===== config.mk =====
export PLATFORM = sky130hd
export DESIGN_NAME = aes_pipe_ctrl_flat
export DESIGN_NICKNAME = d
export VERILOG_FILES = /design/src/rtl/aes_ctrl_pkg.sv /design/src/rtl/aes_pipe_ctrl_if.sv /design/src/rtl/aes_inflight_cnt.sv /design/src/rtl/flex_counter.sv /design/src/rtl/aes_pipe_ctrl.sv /design/src/flat_wrapper.sv
export SDC_FILE = /design/constraint.sdc
export NUM_CORES = 1
export LEC_CHECK = 0
export ABC_AREA = 1
export ABC_CLOCK_PERIOD_IN_PS = 1960
export BUFFER_PORTS_ARGS = -buffer_cell sky130_fd_sc_hd__buf_2
export CORE_ASPECT_RATIO = 0.8
export CORE_MARGIN = 4
export CORE_UTILIZATION = 47
export DETAILED_ROUTE_END_ITERATION = 16
export PLACE_DENSITY = 0.74
export SLEW_MARGIN = 40
export SYNTH_ARGS = -nofsm -noshare
export SYNTH_HDL_FRONTEND = slang
export SYNTH_SLANG_ARGS = --single-unit

===== constraint.sdc =====
create_clock -name clk -period 1.96 [get_ports clk]
set_input_delay 0.294 -clock clk [delete_from_list [all_inputs] [get_ports clk]]
set_output_delay 0.294 -clock clk [all_outputs]
set_load 0.005 [all_outputs]

===== src/rtl/aes_ctrl_pkg.sv =====
// aes_ctrl_pkg: shared state encoding, beat types and watchdog limit for the AES controller
package aes_ctrl_pkg;
    typedef enum logic [2:0] {
        IDLE, COLLECT, CHG_KEY, KEY_WAIT, PREADD, LOAD, DRAIN, ERROR
    } state_t;
    localparam logic KEY_T = 1'b0;
    localparam logic DATA_T = 1'b1;
    localparam logic [15:0] WD_LIMIT = 16'hFFFF;
endpackage


===== src/rtl/aes_pipe_ctrl_if.sv =====
// aes_pipe_ctrl_if: handshake bundle between the AES controller and its interface/pipeline
interface aes_pipe_ctrl_if #(parameter int PIPE_DEPTH = 10);
    logic start, stop, enc_dec, data_received, data_type, chg_key_done, data_output, wr_ready;
    logic fetch, load_key, done_chg_key, preaddkey, aes_load, aes_enable, ahb_mode;
    logic dec_mode, busy, error;
    logic [$clog2(PIPE_DEPTH+1)-1:0] inflight;
    modport master (
        input  start, stop, enc_dec, data_received, data_type, chg_key_done, data_output, wr_ready,
        output fetch, load_key, done_chg_key, preaddkey, aes_load, aes_enable, ahb_mode,
               dec_mode, busy, error, inflight
    );
    modport slave (
        output start, stop, enc_dec, data_received, data_type, chg_key_done, data_output, wr_ready,
        input  fetch, load_key, done_chg_key, preaddkey, aes_load, aes_enable, ahb_mode,
               dec_mode, busy, error, inflight
    );
endinterface


===== src/rtl/aes_inflight_cnt.sv =====
// aes_inflight_cnt: saturating count of blocks in the round pipeline
module aes_inflight_cnt #(
    parameter int MAX = 10,
    parameter int W = $clog2(MAX+1)
) (
    input  logic         clk,
    input  logic         n_rst,
    input  logic         inc_i,
    input  logic         dec_i,
    input  logic         clear_i,
    output logic [W-1:0] cnt_o,
    output logic         full_o,
    output logic         empty_o,
    output logic         underflow_o
);
    logic [W-1:0] cnt_q;
    assign cnt_o = cnt_q;
    assign full_o = cnt_q == W'(MAX);
    assign empty_o = cnt_q == '0;
    assign underflow_o = dec_i && empty_o;
    always_ff @(posedge clk or negedge n_rst)
        if (!n_rst) cnt_q <= '0;
        else if (clear_i) cnt_q <= '0;
        else if (inc_i && !dec_i && !full_o) cnt_q <= cnt_q + 1'b1;
        else if (dec_i && !inc_i && !empty_o) cnt_q <= cnt_q - 1'b1;
endmodule


===== src/rtl/flex_counter.sv =====
// flex_counter: clearable up counter that wraps to 0 after rollover_val
module flex_counter #(parameter int NUM_CNT_BITS = 4) (
    input  logic                    clk,
    input  logic                    n_rst,
    input  logic                    clear,
    input  logic                    count_enable,
    input  logic [NUM_CNT_BITS-1:0] rollover_val,
    output logic [NUM_CNT_BITS-1:0] count_out,
    output logic                    rollover_flag
);
    assign rollover_flag = count_out == rollover_val;
    always_ff @(posedge clk or negedge n_rst)
        if (!n_rst) count_out <= '0;
        else if (clear) count_out <= '0;
        else if (count_enable) count_out <= rollover_flag ? '0 : count_out + 1'b1;
endmodule


===== src/rtl/aes_pipe_ctrl.sv =====
// aes_pipe_ctrl: sequences key loads and data blocks into the AES round pipeline
// Optional AES_CTRL_WATCHDOG_EN adds a 16-bit stall watchdog in KEY_WAIT and DRAIN.
module aes_pipe_ctrl
    import aes_ctrl_pkg::*;
#(
    parameter int PIPE_DEPTH = 10,
    parameter int BLOCK_BEATS = 4,
    parameter int KEY_BEATS = 4
) (
    input logic clk,
    input logic n_rst,
    aes_pipe_ctrl_if.master bus
);
    localparam int W = $clog2(PIPE_DEPTH+1);
    localparam int CW = $clog2((KEY_BEATS > BLOCK_BEATS ? KEY_BEATS : BLOCK_BEATS) + 1);
    state_t state_q, state_d;
    logic dec_mode_q, type_q, done_q;
    logic [CW-1:0] beat_cnt, roll_val;
    logic [W-1:0] inflight;
    logic at_roll, full, empty, uf, active, first, cur_type, last, xfer, load;
    logic err_uf, err_type, err_key;

    assign active = state_q != IDLE && state_q != ERROR;
    assign xfer = active && bus.data_output && bus.wr_ready;
    assign first = beat_cnt == '0;
    // the first beat fixes the type, so its own data_type selects the beat target
    assign cur_type = first ? bus.data_type : type_q;
    assign roll_val = cur_type == KEY_T ? CW'(KEY_BEATS-1) : CW'(BLOCK_BEATS-1);
    assign last = bus.data_received && at_roll;
    assign load = state_q == LOAD && (!full || xfer);
    assign err_uf = uf || (active && bus.data_output && !bus.wr_ready && empty);
    assign err_type = bus.data_received && !first && bus.data_type != type_q;
    assign err_key = bus.data_received && first && bus.data_type == KEY_T && !empty;

    flex_counter #(.NUM_CNT_BITS(CW)) u_beat (
        .clk(clk), .n_rst(n_rst), .clear(state_q != COLLECT),
        .count_enable(state_q == COLLECT && bus.data_received),
        .rollover_val(roll_val), .count_out(beat_cnt), .rollover_flag(at_roll)
    );

    aes_inflight_cnt #(.MAX(PIPE_DEPTH), .W(W)) u_inflight (
        .clk(clk), .n_rst(n_rst), .inc_i(load), .dec_i(xfer),
        .clear_i(state_q == ERROR && bus.start), .cnt_o(inflight),
        .full_o(full), .empty_o(empty), .underflow_o(uf)
    );

`ifdef AES_CTRL_WATCHDOG_EN
    logic [15:0] wd_q;
    logic waiting;
    assign waiting = state_q == KEY_WAIT || state_q == DRAIN;
    always_ff @(posedge clk or negedge n_rst)
        if (!n_rst) wd_q <= '0;
        else wd_q <= (waiting && !xfer) ? wd_q + 16'd1 : '0;
`endif

    always_comb begin
        state_d = state_q;
        case (state_q)
            IDLE:     if (bus.start) state_d = COLLECT;
            COLLECT:  if (err_type || err_key) state_d = ERROR;
                      else if (last) state_d = cur_type == KEY_T ? CHG_KEY : PREADD;
                      else if (bus.stop && first && !bus.data_received) state_d = DRAIN;
            CHG_KEY:  state_d = KEY_WAIT;
            KEY_WAIT: if (bus.chg_key_done) state_d = COLLECT;
            PREADD:   state_d = LOAD;
            LOAD:     if (load) state_d = COLLECT;
            DRAIN:    if (empty) state_d = IDLE;
            ERROR:    if (bus.start) state_d = IDLE;
            default:  state_d = IDLE;
        endcase
        if (active && err_uf) state_d = ERROR;
`ifdef AES_CTRL_WATCHDOG_EN
        if (waiting && wd_q == WD_LIMIT) state_d = ERROR;
`endif
    end

    always_ff @(posedge clk or negedge n_rst)
        if (!n_rst) begin
            state_q <= IDLE;
            dec_mode_q <= 1'b0;
            type_q <= KEY_T;
            done_q <= 1'b0;
        end else begin
            state_q <= state_d;
            done_q <= state_q == KEY_WAIT && state_d == COLLECT;
            if (state_q == IDLE && bus.start) dec_mode_q <= bus.enc_dec;
            if (state_q == COLLECT && bus.data_received && first) type_q <= bus.data_type;
        end

    assign bus.fetch = state_q == COLLECT && !full;
    assign bus.load_key = state_q == CHG_KEY;
    assign bus.done_chg_key = done_q;
    assign bus.preaddkey = state_q == PREADD;
    assign bus.aes_load = load;
    assign bus.aes_enable = active && !(bus.data_output && !bus.wr_ready);
    assign bus.ahb_mode = xfer;
    assign bus.dec_mode = dec_mode_q;
    assign bus.busy = state_q != IDLE;
    assign bus.error = state_q == ERROR;
    assign bus.inflight = inflight;
endmodule


===== src/flat_wrapper.sv =====
// flat-port wrapper written by rule: the top's interface ports become plain ports
module aes_pipe_ctrl_flat import aes_ctrl_pkg::*;
#(
    parameter int PIPE_DEPTH = 10,
    parameter int BLOCK_BEATS = 4,
    parameter int KEY_BEATS = 4
)
  (clk, n_rst, bus_start, bus_stop, bus_enc_dec, bus_data_received, bus_data_type, bus_chg_key_done, bus_data_output, bus_wr_ready, bus_fetch, bus_load_key, bus_done_chg_key, bus_preaddkey, bus_aes_load, bus_aes_enable, bus_ahb_mode, bus_dec_mode, bus_busy, bus_error, bus_inflight);
  aes_pipe_ctrl_if #(.PIPE_DEPTH(PIPE_DEPTH)) bus_i ();
  input logic clk;
  input logic n_rst;
  input wire logic [$bits(bus_i.start)-1:0] bus_start;
  input wire logic [$bits(bus_i.stop)-1:0] bus_stop;
  input wire logic [$bits(bus_i.enc_dec)-1:0] bus_enc_dec;
  input wire logic [$bits(bus_i.data_received)-1:0] bus_data_received;
  input wire logic [$bits(bus_i.data_type)-1:0] bus_data_type;
  input wire logic [$bits(bus_i.chg_key_done)-1:0] bus_chg_key_done;
  input wire logic [$bits(bus_i.data_output)-1:0] bus_data_output;
  input wire logic [$bits(bus_i.wr_ready)-1:0] bus_wr_ready;
  output wire logic [$bits(bus_i.fetch)-1:0] bus_fetch;
  output wire logic [$bits(bus_i.load_key)-1:0] bus_load_key;
  output wire logic [$bits(bus_i.done_chg_key)-1:0] bus_done_chg_key;
  output wire logic [$bits(bus_i.preaddkey)-1:0] bus_preaddkey;
  output wire logic [$bits(bus_i.aes_load)-1:0] bus_aes_load;
  output wire logic [$bits(bus_i.aes_enable)-1:0] bus_aes_enable;
  output wire logic [$bits(bus_i.ahb_mode)-1:0] bus_ahb_mode;
  output wire logic [$bits(bus_i.dec_mode)-1:0] bus_dec_mode;
  output wire logic [$bits(bus_i.busy)-1:0] bus_busy;
  output wire logic [$bits(bus_i.error)-1:0] bus_error;
  output wire logic [$bits(bus_i.inflight)-1:0] bus_inflight;
  assign bus_i.start = bus_start;
  assign bus_i.stop = bus_stop;
  assign bus_i.enc_dec = bus_enc_dec;
  assign bus_i.data_received = bus_data_received;
  assign bus_i.data_type = bus_data_type;
  assign bus_i.chg_key_done = bus_chg_key_done;
  assign bus_i.data_output = bus_data_output;
  assign bus_i.wr_ready = bus_wr_ready;
  assign bus_fetch = bus_i.fetch;
  assign bus_load_key = bus_i.load_key;
  assign bus_done_chg_key = bus_i.done_chg_key;
  assign bus_preaddkey = bus_i.preaddkey;
  assign bus_aes_load = bus_i.aes_load;
  assign bus_aes_enable = bus_i.aes_enable;
  assign bus_ahb_mode = bus_i.ahb_mode;
  assign bus_dec_mode = bus_i.dec_mode;
  assign bus_busy = bus_i.busy;
  assign bus_error = bus_i.error;
  assign bus_inflight = bus_i.inflight;
  aes_pipe_ctrl #(.PIPE_DEPTH(PIPE_DEPTH), .BLOCK_BEATS(BLOCK_BEATS), .KEY_BEATS(KEY_BEATS)) u_core (.clk(clk), .n_rst(n_rst), .bus(bus_i));
endmodule

Yosys cells after proc, flatten, opt, wreduce, memory -nomap -nowiden. Index checks and enable logic that the tools add are counted.

Bits in registers: 13. Input port bits: 10. Output and inout port bits: 14. Word-level logic and storage cells: 86.

Add/subtract/negate cells: 3. Equal/unequal tests: 13. Multiplexer cells: 18. Bitwise logic cells: 1. Reduce and logical (&&, ||, !) cells: 45.

Operator list (number): two-way mux 3 bit (13); logical AND 1 bit (28); case mux 3 bit (8 select lines) (1); equality test 3 bit (second input constant) (4); two-way mux 4 bit (3); equality test 3 x 2 -> 1 bit (second input constant) (3); zero test 1 bit (8); equality test 3 x 1 -> 1 bit (second input constant) (2); zero test 3 bit (2); nonzero test 3 bit (2); adder 4 x 1 -> 4 bit (second input constant) (1); equality test 4 bit (second input constant) (1); zero test 4 bit (1); subtractor 4 x 1 -> 4 bit (second input constant) (1); adder 3 x 1 -> 3 bit (second input constant) (1); logical OR 1 bit (3); inequality test 3 x 1 -> 1 bit (second input constant) (1); inequality test 3 bit (second input constant) (1); nonzero test 2 bit (1); two-way mux 1 bit (1); inequality test 1 bit (1); inverter 1 bit (1).

Longest topological paths before layout. Gate-level depths: netlist of run 1.

Depth in word-level cells: 12. Depth in mapped cells: 13. Mapped depth without buffers: 13.

Cells and area by module. From an unflattened synthesis of run 1, not the netlist that was laid out.

Cell total of the unflattened synthesis: 172. Area total of the unflattened synthesis: 1194.9 um^2.

By module, submodules not included: aes_pipe_ctrl (times used 1, cells an instance 88, area each 559.3 um^2, seq. area each 150.1 um^2); aes_inflight_cnt (times used 1, cells an instance 55, area each 431.7 um^2, seq. area each 100.1 um^2); flex_counter (times used 1, cells an instance 29, area each 203.9 um^2, seq. area each 75.1 um^2).

Worst setup path before layout of run 1. OpenSTA, ideal clock, no wires.

Path type: flip-flop to flip-flop. Start: register u_core.state_q[1]. End: register u_core.u_inflight.cnt_q[3], in the netlist u_core.u_inflight.cnt_o[3]. Arrival: 1.703 ns. Setup slack: 0.139 ns. Stages on the path, launching flop included: 12. Buffers on the path: 0. Period minus slack after synthesis: 1.821 ns. Cell sequence: dfrtp_1 > inv_1 > nand3_1 > nor2_2 > nand2_4 > ha_1 > nand2_1 > nand2_1 > a31oi_1 > nand3_1 > nand3_1 > nand2_1.

Longest elaborated chain between the ends: 10. Elaborated cells between the ends (all ways): 19.

RTL lines: from (decl) (RTL line aes_pipe_ctrl.sv:16) `state_t state_q, state_d;`; from (signal assigned) (RTL line aes_pipe_ctrl.sv:84) `state_q <= state_d;`; inequality test 3 bit or nonzero test 3 bit (tied branches) (RTL line aes_pipe_ctrl.sv:23) `assign active = state_q != IDLE && state_q != ERROR;`; logical AND 1 bit (RTL line aes_pipe_ctrl.sv:23); logical AND 1 bit (2 in series) (RTL line aes_pipe_ctrl.sv:24) `assign xfer = active && bus.data_output && bus.wr_ready;`; logical OR 1 bit (RTL line aes_pipe_ctrl.sv:30) `assign load = state_q == LOAD && (!full || xfer);`; logical AND 1 bit (RTL line aes_pipe_ctrl.sv:30); logical AND 1 bit or zero test 1 bit (tied branches) (RTL line aes_inflight_cnt.sv:24, aes_inflight_cnt.sv:25); logical AND 1 bit (on tied branches) (RTL line aes_inflight_cnt.sv:24, aes_inflight_cnt.sv:25); two-way mux 4 bit or logical AND 1 bit (tied branches) (RTL line aes_inflight_cnt.sv:24, aes_inflight_cnt.sv:25); two-way mux 4 bit or nonzero test 3 bit (tied branches); to (signal assigned) (RTL line aes_inflight_cnt.sv:24) `else if (inc_i && !dec_i && !full_o) cnt_q <= cnt_q + 1'b1;`; to (signal assigned) (RTL line aes_inflight_cnt.sv:25) `else if (dec_i && !inc_i && !empty_o) cnt_q <= cnt_q - 1'b1;`; to (decl) (RTL line aes_inflight_cnt.sv:16) `logic [W-1:0] cnt_q;`.

Parallel ways exist; a longest one is shown, timed or not. A chain may end at the register's enable or synchronous reset.

Worst setup path in the final report of run 1.
Start: register u_core.state_q[1]. End: output bus_aes_load.

Longest elaborated chain between the ends: 6. Elaborated cells between the ends (all ways): 8.

RTL lines: inequality test 3 bit or nonzero test 3 bit (tied branches) (RTL line aes_pipe_ctrl.sv:23); logical AND 1 bit (RTL line aes_pipe_ctrl.sv:23); logical AND 1 bit (2 in series) (RTL line aes_pipe_ctrl.sv:24); logical OR 1 bit (RTL line aes_pipe_ctrl.sv:30); logical AND 1 bit (*) (RTL line aes_pipe_ctrl.sv:30); to (decl) (RTL line flat_wrapper.sv:24) `output wire logic [$bits(bus_i.aes_load)-1:0] bus_aes_load;`.

Mark *: on every way between the ends. The rest lies on a longest branch, timed or not.

==> flow_summary_export.csv, run 1 <==
group,metric,value,unit
outcome,outcome,"finished, final reports clean",
layout,diodes,0,
synth,ys_seq_elements,13,
routing,route.detailed.drc,0,
placed_design,place.port_buffers,23,
synth,ys_seq_area_share,32.3,%
clocking,htreeDepth,1,
floorplan,die_w,59.8,um
global_route,grt_pass1_wl,4070,um
global_route,track_usage,18.3,%
synth,syn_nets,161,
synth,yosys_warnings,0,
floorplan,pin_count,24,
routing,drt_wl_total,2530,um
critical_path,path_class,"flop to primary output",
floorplan,die_area,2960,um^2
placed_design,dp_cells,199,
routing,via_per_inst,4.97,
layout,final_cell_mix,"37 x nand2_1, 24 x inv_1, 23 x buf_2",
routing,num_vias,1029,
timing,slew_headroom,75.4,%
layout,layoutNonFillerInstCount,207,
timing,final_max_slew_viol_count,0,
clocking,cts_tree,"built",
min_path,hp-class,"input pin to flop",
clocking,clock_latency,0.28,ns
placed_design,hpwlAfterDp,2000,um
layout,drive_above_1_share,30.1,%
critical_path,end_kind,"primary output",
layout,area_delta_synth_final,27.5,%
placed_design,gp_congestion,0.863,
placed_design,dp_slack,0.0729,ns
critical_path,crit_fanout,6,
routing,dr.pass1.iters,4,
synth,syn_avg_cell_area,6.91,um^2
timing,max_freq,0.546,GHz
clocking,clock_path_buffers,2,
routing,ant_nets,0,
timing,period_share,93.5,%
placed_design,dpl-instance-area,1200,um^2
critical_path,cp_data_required_time,1.67,ns
layout,mostFrequentLayoutCell,"nand2_1",
floorplan,rows,14,
clocking,cts-root-buf,"clkbuf_4",
power_and_ir_drop,leakage,0.725,nW
critical_path,crit_arrival,1.54,ns
synth,syn_inst,146,
floorplan,core-area,1960,um^2
clocking,path_clk_slew,0.08,ns
timing,clock_skew,0.000684,ns
synth,synth.distinct_cells,25,
timing,rsz0062_at_grt,"false",
synth,syn_area,1010,um^2
layout,fin_nets,199,
global_route,first_global_vias,889,
timing,postLayoutSetupSlackWorst,0.128,ns
critical_path,critPathLaunchType,"flop",
routing,drtIter0Drc,39,
timing,worst_pin_slew,0.360,ns
clocking,cts.sinks,13,
timing,tns,0,ns
floorplan,die_h,49.4,um
power_and_ir_drop,vdd_drop_max,0.923,mV
timing,setup_violations,0,
layout,fin_area,1290,um^2
power_and_ir_drop,power_density,1560,nW/um^2
floorplan,start_util,51.4,%
flow_run,cap_viol_max_count,0,
global_route,grt_antenna_before_repair,0,
clocking,cts_buffers,3,
power_and_ir_drop,p_total,0.00201,W
routing,wl_per_cell,12.2,um
timing,hold_violations,0,
timing,timing.final.crit_period,1.83,ns
global_route,grt_overflow,0,
global_route,grt_max_degree,14,
## cell type report
| cell class | instances | area (um^2) |
|---|---|---|
| Inverter | 27 | 101 |
| Timing Repair Buffer | 34 | 200 |
| Fill cell | 174 | 676 |
| Tap cell | 24 | 30.0 |
| Clock inverter | 1 | 5.00 |
| Sequential cell | 13 | 329 |
| Multi-Input combinational cell | 105 | 598 |
| Clock buffer | 3 | 22.5 |
## path summary, 6_finish.rpt
path                                               to                       start  cells after the start  slack, ns
hold reg to reg                   u_core.bus.dec_mode         u_core.bus.dec_mode                      1       0.51
setup reg to reg           u_core.u_inflight.cnt_o[3]  u_core.u_inflight.cnt_o[0]                     12       0.15
max in group asynchronous           u_core.state_q[0]                       n_rst                      2       1.28
min in group asynchronous               u_core.type_q                       n_rst                      2       0.43
setup / recovery                         bus_aes_load           u_core.state_q[1]                      6       0.13
hold / removal                    u_core.bus.dec_mode                 bus_enc_dec                      2       0.24
## what timing repair did
item / CTS / global route
setup buffers: 0 / 3
hold endpoints to repair: 13 / 0
setup endpoints to repair: 0 / 2
resized for setup: 0 / 7
hold buffers: 1 / 0
## Yosys cell counts (all sizes together)
cell,count,share of area [%]
a21oi,6,3.0
fa,1,2.0
mux2,1,1.1
xnor2,2,1.7
ha,4,5.0
a31oi,2,1.2
nor2,23,10
nand4,2,2.7
nand2,39,16
o21ai,6,3.3
nand3,13,6.9
a2111oi,1,0.87
inv,27,10
nor3,3,1.5
dfrtp,13,32
buf,1,0.74
nand3b,2,1.5
## flip-flops by register name (all words and copies together), names as in the netlist
register	cells
u_core.u_beat.count_out	3
u_core.u_inflight.cnt_o	4
u_core.state_q	3
u_core.bus.dec_mode	1
u_core.bus.done_chg_key	1
u_core.type_q	1
## report_power, final
group	switching, W	internal [W]	leakage, nW
clock network	0.0000939	0.0000757	0.0177
registers	0.000119	0.000393	0.160
logic	0.000753	0.000574	0.548
total	0.000965	0.00104	0.725
## critical path, cell delays in order, from the launching register on
cell and delay, ns:
dfrtp_2 0.44, buf_4 0.16, nand3_2 0.09, nand4_4 0.12, buf_4 0.18, a21oi_1 0.13
buf_2 0.13
## logic make-up after synthesis
| kind of cell | count (synthesis) | share of synthesized area [%] |
|---|---|---|
| mux | 1 | 1.12 |
| compound gates | 15 | 8.44 |
| simple gates | 82 | 38.7 |
| flops | 13 | 32.3 |
| xor+xnor | 2 | 1.74 |
| buf+inv | 28 | 10.8 |
| fa+ha+maj | 5 | 6.95 |
## metrics by stage
step | hold WS (ns) | util (%)
after floorplan | -0.00159 | -
final | 0.242 | 65.6
after global placement | 0.199 | 61.1
after global routing | 0.230 | 65.6
after detailed placement | 0.202 | 61.1
after CTS | 0.235 | 63.0
## layer usage
metal	share of wire, %	track usage [%]
met1	48	26.8
met2	42	25.5
met3	8.1	6.08
met4	1.5	4.43
met5	0	0
Power figures use the tool's default switching activity.
==> inputs of run 2 (changes only) <==
- BUFFER_PORTS_ARGS: -buffer_cell sky130_fd_sc_hd__buf_2 -> -buffer_cell sky130_fd_sc_hd__buf_4
==> flow_summary_export.csv, run 2 (same netlist as run 1, synthesis figures left out) <==
group,metric,value,unit
timing,tns,0,ns
timing,rsz0062_at_grt,"false",
timing,final_max_slew_viol_count,0,
power_and_ir_drop,p_total,0.00205,W
floorplan,rows,14,
power_and_ir_drop,power_frac_seq,25.0,%
power_and_ir_drop,clkPwrFrac,8.9,%
clocking,cts_tree,"built",
power_and_ir_drop,p_switching,0.000966,W
routing,drt_wl_total,2560,um
timing,clock_skew,0.00460,ns
timing,timing.final.crit_period,1.87,ns
timing,hold_violations,0,
clocking,cts_buffers,3,
timing,setup_violations,0,
routing,route.detailed.drc,0,
routing,via_per_inst,5.14,
global_route,grt_antenna_before_repair,0,
layout,area_delta_synth_final,31.9,%
global_route,first_global_vias,1003,
layout,drive_above_1_share,28.6,%
layout,diodes,0,
power_and_ir_drop,p_sw_share,47.2,%
clocking,cts.sinks,13,
clocking,cts-root-buf,"clkbuf_4",
timing,whs,0.232,ns
routing,drtIter0Drc,43,
clocking,htreeDepth,1,
outcome,outcome,"finished, final reports clean",
timing,period_share,95.5,%
floorplan,start_util,51.4,%
power_and_ir_drop,leakage,0.736,nW
critical_path,end_kind,"primary output",
floorplan,core-area,1960,um^2
min_path,hp-class,"input pin to flop",
routing,dr.pass1.iters,4,
floorplan,die_area,2960,um^2
global_route,grt_overflow,0,
layout,fin_nets,198,
floorplan,die_w,59.8,um
global_route,grt_pass1_wl,4340,um
routing,wl_per_cell,12.4,um
timing,max_freq,0.534,GHz
timing,worst_pin_slew,0.358,ns
power_and_ir_drop,power_density,1540,nW/um^2
layout,final_cell_mix,"37 x nand2_1, 32 x buf_4, 24 x inv_1",
timing,slew_headroom,75.5,%
routing,ant_nets,0,
layout,largest_register_ffs,4,
layout,mostFrequentLayoutCell,"nand2_1",
critical_path,crit_fanout,8,
placed_design,place.port_buffers,23,
routing,num_vias,1059,
layout,final_core_util,67.8,%
placed_design,hpwlAfterDp,2020,um
placed_design,gp_congestion,0.832,
clocking,clock_latency,0.29,ns
power_and_ir_drop,combPwrFrac,66.1,%
clocking,path_clk_slew,0.09,ns
floorplan,pin_count,24,
global_route,grt_max_degree,14,
power_and_ir_drop,p_int,0.00108,W
global_route,track_usage,19.2,%
critical_path,critPathLaunchType,"flop",
critical_path,path_class,"flop to primary output",
critical_path,crit_arrival,1.58,ns
power_and_ir_drop,vdd_drop_max,0.895,mV
clocking,clock_path_buffers,2,
critical_path,cp_data_required_time,1.67,ns
floorplan,die_h,49.4,um
flow_run,cap_viol_max_count,0,
## run 2: cell type report
type,instances,area [um^2]
fill,174,632
multi-input combinational,105,594
sequential,13,327
timing repair buffer,33,250
inverter,27,101
tap,24,30.0
clock buffer,3,22.5
clock inverter,1,5.00
## run 2: what timing repair did
item,CTS,global route
hold buffers,1,0
gates resized for setup,0,5
endpoints found under the setup margin,0,1
hold endpoints to repair,13,0
setup buffers,0,2
## run 2: critical path: stages (launching register included)
cell and delay (ns):
dfrtp_1 0.49, inv_1 0.13, nand2_4 0.12, nand4_4 0.10, buf_4 0.18, a21oi_1 0.13, buf_4 0.13
## run 2: metrics by stage
step,instance area [um^2],worst slack (ns),std cells
after floorplan,1010,0.139,146
after global placement,1260,0.158,199
after detailed placement,1260,0.0714,199
after CTS,1290,0.0531,204
after global routing,1330,0.00432,206
final,1330,0.0885,206
## run 2: per-layer routing
layer	GRT usage [%]	wire length (um)
met1	25.0	1200
met2	28.4	1130
met3	6.08	196
met4	8.86	36
met5	0	0
## run 2: final timing paths
check,start,endpoint,slack [ns],cells after the start
hold reg to reg,u_core.bus.dec_mode,u_core.bus.dec_mode,0.54,1
setup reg to reg,u_core.state_q[0],u_core.u_inflight.cnt_o[3],0.16,11
max in group asynchronous,n_rst,u_core.state_q[2],1.41,2
setup / recovery,u_core.state_q[0],bus_aes_load,0.09,6
min in group asynchronous,n_rst,u_core.type_q,0.37,2
hold / removal,bus_enc_dec,u_core.bus.dec_mode,0.23,2
## run 2: power by group through the flow
| stage | clock network [W] | registers, W | logic (W) |
|---|---|---|---|
| 2_1_floorplan | 0 | 0.000488 | 0.000838 |
| 3_3_place_gp | 0 | 0.000496 | 0.00124 |
| 3_5_place_dp | 0 | 0.000507 | 0.00128 |
| 4_1_cts | 0.000188 | 0.000504 | 0.00129 |
| 5_1_grt | 0.000200 | 0.000529 | 0.00153 |
| 6_report | 0.000183 | 0.000511 | 0.00135 |
